### src/rtl/fetch_stage.sv
// Instruction-fetch stage: owns the PC, addresses the instruction memory,
// and fills the IF/ID pipeline register. Handles decode stalls, EX
// redirects, and halting after a SYSTEM (ECALL/EBREAK) instruction.
module fetch_stage #(
  parameter int          IMEM_AW  = 6,
  parameter logic [31:0] RESET_PC = 32'h0000_0000,
  parameter logic [31:0] NOP_INST = 32'h0000_0033
) (
  input  logic               clk,
  input  logic               rst,
  input  logic               stall_i,
  input  logic               redirect_i,
  input  logic [31:0]        redirect_pc_i,
  output logic [IMEM_AW-1:0] imem_addr_o,
  input  logic [31:0]        imem_data_i,
  output logic [31:0]        ifid_pc_o,
  output logic [31:0]        ifid_pc4_o,
  output logic [31:0]        ifid_inst_o,
  output logic               ifid_valid_o,
  output logic               halted_o
);

  typedef enum logic {
    ST_RUN  = 1'b0,
    ST_HALT = 1'b1
  } state_t;

  localparam logic [6:0] OPC_SYSTEM = 7'b1110011;

  state_t      state_q,      state_d;
  logic [31:0] pc_q,         pc_d;
  logic [31:0] ifid_pc_q,    ifid_pc_d;
  logic [31:0] ifid_pc4_q,   ifid_pc4_d;
  logic [31:0] ifid_inst_q,  ifid_inst_d;
  logic        ifid_valid_q, ifid_valid_d;

  logic [31:0] pc_plus4;
  logic [31:0] redirect_pc_aligned;

  assign pc_plus4            = pc_q + 32'd4;
  // Low two target bits are dropped silently; there is no misalignment trap.
  assign redirect_pc_aligned = redirect_pc_i & ~32'h0000_0003;

  // Next-state: redirect beats stall, stall beats normal fetch/halt behaviour.
  always_comb begin
    state_d      = state_q;
    pc_d         = pc_q;
    ifid_pc_d    = ifid_pc_q;
    ifid_pc4_d   = ifid_pc4_q;
    ifid_inst_d  = ifid_inst_q;
    ifid_valid_d = ifid_valid_q;

    if (redirect_i) begin
      // Flush: whatever was being fetched (even a SYSTEM word) is wrong-path.
      state_d      = ST_RUN;
      pc_d         = redirect_pc_aligned;
      ifid_pc_d    = 32'd0;
      ifid_pc4_d   = 32'd0;
      ifid_inst_d  = NOP_INST;
      ifid_valid_d = 1'b0;
    end else if (!stall_i) begin
      ifid_pc_d  = pc_q;
      ifid_pc4_d = pc_plus4;
      if (state_q == ST_RUN) begin
        pc_d         = pc_plus4;
        ifid_inst_d  = imem_data_i;
        ifid_valid_d = 1'b1;
        if (imem_data_i[6:0] == OPC_SYSTEM) begin
          state_d = ST_HALT;
        end
      end else begin
        // Halted: PC parked, keep injecting bubbles.
        ifid_inst_d  = NOP_INST;
        ifid_valid_d = 1'b0;
      end
    end
  end

  // State registers with asynchronous reset discarding all in-flight state.
  always_ff @(posedge clk or posedge rst) begin
    if (rst) begin
      state_q      <= ST_RUN;
      pc_q         <= RESET_PC;
      ifid_pc_q    <= 32'd0;
      ifid_pc4_q   <= 32'd0;
      ifid_inst_q  <= NOP_INST;
      ifid_valid_q <= 1'b0;
    end else begin
      state_q      <= state_d;
      pc_q         <= pc_d;
      ifid_pc_q    <= ifid_pc_d;
      ifid_pc4_q   <= ifid_pc4_d;
      ifid_inst_q  <= ifid_inst_d;
      ifid_valid_q <= ifid_valid_d;
    end
  end

  // Memory index wraps modulo 2^IMEM_AW; driven only from the PC register.
  assign imem_addr_o  = pc_q[IMEM_AW+1:2];
  assign ifid_pc_o    = ifid_pc_q;
  assign ifid_pc4_o   = ifid_pc4_q;
  assign ifid_inst_o  = ifid_inst_q;
  assign ifid_valid_o = ifid_valid_q;
  assign halted_o     = (state_q == ST_HALT);

endmodule

### config.mk
export PLATFORM = sky130hd
export DESIGN_NAME = fetch_stage
export DESIGN_NICKNAME = d
export VERILOG_FILES = /design/src/rtl/fetch_stage.sv
export SDC_FILE = /design/constraint.sdc
export NUM_CORES = 1
export LEC_CHECK = 0
export CORE_MARGIN = 2
export CORE_UTILIZATION = 45
export CTS_BUF_LIST = sky130_fd_sc_hd__clkbuf_4
export CTS_CLUSTER_DIAMETER = 100
export DETAILED_ROUTE_END_ITERATION = 10
export PLACE_DENSITY = 0.76
export SYNTH_ARGS = -nofsm -noshare
export SYNTH_HDL_FRONTEND = slang
export SYNTH_SLANG_ARGS = --single-unit
export TNS_END_PERCENT = 1
### constraint.sdc
create_clock -name clk -period 10.65 [get_ports clk]
set_clock_uncertainty 0.15 [all_clocks]
set_input_delay 2.13 -clock clk [delete_from_list [all_inputs] [get_ports clk]]
set_output_delay 2.13 -clock clk [all_outputs]
set_load 0.01 [all_outputs]
### After elaboration in Yosys (flattened, before gate mapping)

Cells that the tools add are included.

| cells by class | value |
|---|---|
| eq/ne operators | 3 |
| multiplexer cells | 17 |
| add/subtract/negate cells | 1 |
| reductions and logical operators | 1 |

Operator list:

| cell | number |
|---|---|
| 32-bit two-way mux | 10 |
| 32-bit by 3-bit adder with 32-bit output, second input constant | 1 |
| 7-bit == test, second input constant | 1 |
| 1-bit two-way mux | 7 |
| 2-bit by 1-bit != test with 1-bit output, second input constant | 1 |
| 2-bit != test, second input constant | 1 |
| 2-bit AND reduction | 1 |

| word-level totals | value |
|---|---|
| register bits after elaboration | 130 |
| bits of input ports | 68 |
| output and inout port bits | 104 |
| logic and storage cells | 28 |

### Logic depth before layout (Yosys ltp)

| depth | value |
|---|---|
| depth in word-level cells | 5 |
| depth in mapped cells | 6 |
| mapped depth without buffers | 5 |

### Least setup slack after synthesis

Ideal clock, no wire load.

| timing path | value |
|---|---|
| kind | input to register |
| start point | input stall_i |
| end point | register pc_q[20] |
| path slack | 6.858 ns |
| stages on the path | 6 |
| library setup time | 0.082 ns |
| arrival time | 3.560 ns |
| buffers on the path | 2 |
| required time | 10.418 ns |
| cell sequence | clkbuf_1 nand4bb_1 or4_1 clkbuf_1 or3_1 a31oi_1 |

| on the way | value |
|---|---|
| word-level cells in the longest chain between the ends | 2 |

RTL lines:

| element | RTL line | RTL |
|---|---|---|
| start: declaration | 11 | `input logic stall_i,` |
| 2-bit by 1-bit != test with 1-bit output (no line) | n/a |  |
| 2-bit AND reduction (no line) | n/a |  |
| end signal: assignment | 90 | `pc_q <= pc_d;` |
| end: declaration | 31 | `logic [31:0] pc_q, pc_d;` |

No other way between the ends.
A chain may end at the register's enable or synchronous reset.

### Final worst setup path

| timing path | value |
|---|---|
| start point | input stall_i |
| end point | register ifid_inst_q[29], in the netlist ifid_inst_o[29] |

| on the way | value |
|---|---|
| word-level cells in the longest chain between the ends | 1 |

RTL lines:

| element | RTL line | RTL |
|---|---|---|
| 2-bit by 1-bit != test with 1-bit output (no line) | n/a |  |
| end signal: assignment | 93 | `ifid_inst_q <= ifid_inst_d;` |
| end: declaration | 34 | `logic [31:0] ifid_inst_q, ifid_inst_d;` |

No other way between the ends.

==> impl_metrics.yaml <==
routing:
  drc: 0
  routedWlPerCell_um: 18.3
  finalWirelength_mm: 16.8
  drt_iter0_drc: 436
  vias: 5303
  final_antenna_net_count: 0
  detailedRoute.firstPassIterationCount: 8
  via_per_inst: 5.78
yosys:
  synthAdderAreaFrac_pct: 0.208
  synth_top_area_cell: "dfrtp_1"
  yosysUniqueCellTypes: 56
  ys_dominant_reg_cell: "dfrtp_1"
  syn_nets: 670
  synth_area_per_cell_um2: 10.0
  synth_compound_area_share_pct: 15.8
  synthTopCellsByCount: "dfrtp_1 (121), nor2_1 (73), nand2_1 (51)"
  synthTopCellsByArea: "dfrtp_1 (50%), nor2_1 (4.6%), mux2i_1 (4.3%), a22o_1 (4.1%), nand2_1 (3.2%)"
  synth-edff-count: 0
  synth_top_area_share_pct: 50.3
  yosys-mux-area-fraction_pct: 4.32
  synth_xor_area_share_pct: 3.49
  synth_top_family_by_area: "simple AND/OR/NAND/NOR gates"
  async_flop_share_pct: 100
  synthCells: 601
  yosysMostFrequentCell: "dfrtp_1"
  ys_warn_count: 0
  syn-cell-area_mm2: 0.00602
  synth-seq-cells: 125
  yosysSeqAreaShare_pct: 52.0
  synth-simple-area-share_pct: 18.6
sta:
  setup_violations: 0
  slew_violations: 0
  fin_crit_ps: 4170
  tns_ps: 0
  tightestPinTransition_ps: 1210
  slew_headroom_pct: 19.5
  hold_viol_final: 0
  max_clock_freq_ghz: 0.240
  rsz0062_at_grt: "false"
  finalCritPeriodShare_pct: 39.2
worst_setup_path:
  reg2reg_depth: 5
  cp-start-kind: "input port"
  worstPathArrival_ps: 4500
  timing.rr.start: "pc_q[3]"
  cp_cell_sequence: "buf_2, buf_4, or2_0, nor2_2, a22o_1"
  rrSetupSlack_ps: 7450
  crit_type: "input port to register"
  cp_max_fo: 53
  cp_slowest_cell: "nor2_2"
  reg2reg_to: "ifid_pc4_o[30]"
  endpoint_kind: "register"
  critical-path-max-stage-delay_ps: 990
  worstPathRequired_ps: 10980
clock_tree:
  cts_resized: 0
  post_cts_buffers: 0
  clockRootBuffer: "clkbuf_4"
  htree_num_levels: 4
  cts_tree: "done"
  clock_sinks: 125
  hold_buffers: 0
  numCtsBuffers: 17
  clock_latency_ps: 540
  clockBufferDepth: 2
  path_clk_slew_ps: 110
min_path:
  min_from: "ifid_valid_o"
  hp-class: "register to register"
  min_path_cells: 2
  min_to: "ifid_valid_o"
final_layout:
  fill_cells: 1125
  nets: 798
  n_antenna_cell: 0
  area_growth_pct: 32.1
  fin_area_mm2: 0.00795
  drive_above_1_share_pct: 6.60
run:
  cap_violations: 0
global_route:
  grt_max_degree: 75
  grt_first_pass_wirelength_mm: 27.3
  overflow: 0
  antenna_found_initial: 0
  grt_pass1_vias: 5184
  groute.usage.overall_pct: 24.2
floorplanning:
  core_area_mm2: 0.0131
  start_util_pct: 45.8
  io-pin-count: 172
  dieArea_mm2: 0.0143
  fp.dieH_um: 120
  rows: 42
  die_w_um: 120
placed_design:
  port_buffers: 169
  gp_congestion: 0.884
  placed_cell_area_mm2: 0.00766
  hpwl_mm: 11.6
pwr:
  vdd_drop_max_mv: 0.0702
  p_leak_nw: 3.27
  powerDensity_mw_per_mm2: 136
  p_total_w: 0.00108
run_status:
  status: "complete, no violations"
==> metal layers <==
layer	global-route usage (%)	routed length, um	vias to the layer above
li1	-	-	2446
met1	31.1	6850	2565
met2	39.3	8040	255
met3	7.32	1540	37
met4	8.16	354	0
met5	0	0	-
==> flip-flops by register name, summed over array words and instances, names as in the netlist <==
signal	flops
halted_o	1
ifid_inst_o	32
ifid_pc4_o	30
ifid_pc_o	31
ifid_valid_o	1
pc_q	30
==> worst max path at each step <==
stage | startpoint | depth (start not counted) | end
2_1_floorplan | rst | 1 | halted_o
3_3_place_gp | stall_i | 5 | ifid_inst_o[31]
3_5_place_dp | stall_i | 5 | ifid_inst_o[27]
4_1_cts | pc_q[6] | 1 | imem_addr_o[4]
5_1_grt | stall_i | 5 | ifid_inst_o[29]
6_report | stall_i | 5 | ifid_inst_o[29]
==> logic make-up after synthesis <==
logic type	Yosys count
fa+ha+maj	1
flops	125
mux	26
simple gates	221
xor+xnor	24
buf+inv	75
compound gates	129
==> where the power goes <==
group / leakage [nW] / switching (W) / internal, W / total, W
clock: 0.148 / 0.000178 / 0.000161 / 0.000339
combinational: 1.52 / 0.0000929 / 0.000103 / 0.000195
sequential: 1.60 / 0.0000408 / 0.000509 / 0.000550
==> layout make-up <==
class	instances	area, um^2	share of cell area [%]
flip-flops and latches	125	3130	39.4
well taps	176	220	2.77
repair buffers	173	1710	21.5
multi-input cells	401	2560	32.1
inverters	11	43.8	0.551
clock inverters	14	153	1.92
clock buffers	18	135	1.70
==> through the flow <==
step,hold slack [ps],cells,utilization (%),setup slack [ps]
after detailed placement,315,886,58.3,5940
after CTS,342,918,60.5,6470
after floorplan,365,601,-,5050
after global placement,314,886,58.3,6010
after global routing,357,918,60.5,6360
final,342,918,60.5,6480
==> cell usage in the layout, fill, tap and decap left out, drive strengths merged, types with 3 or more instances in the layout <==
cell and instances:
bufinv 3, clkdlybuf4s50 167, o31ai 9, nand2 51
nor2 73, and4 4, a211oi 10, clkinv 7
o22a 4, nor3 11, buf 6, a311oi 7
mux2i 26, and3 5, xnor2 16, nor4 7
clkbuf 18, and2 4, nand3 13, o21ai 26
a31oi 12, xor2 8, or3 11, a311o 5
a21oi 11, dfstp 4, nand4 20, dfrtp 121
inv 11, or4 13, a2111oi 3, clkinvlp 4
a22o 28
==> worst max-delay path: cells and delay by family <==
kind | cells | cell delay, ps
simple gates | 2 | 1630
buf+inv | 2 | 430
compound gates | 1 | 260
Power figures use the tool's default switching activity.
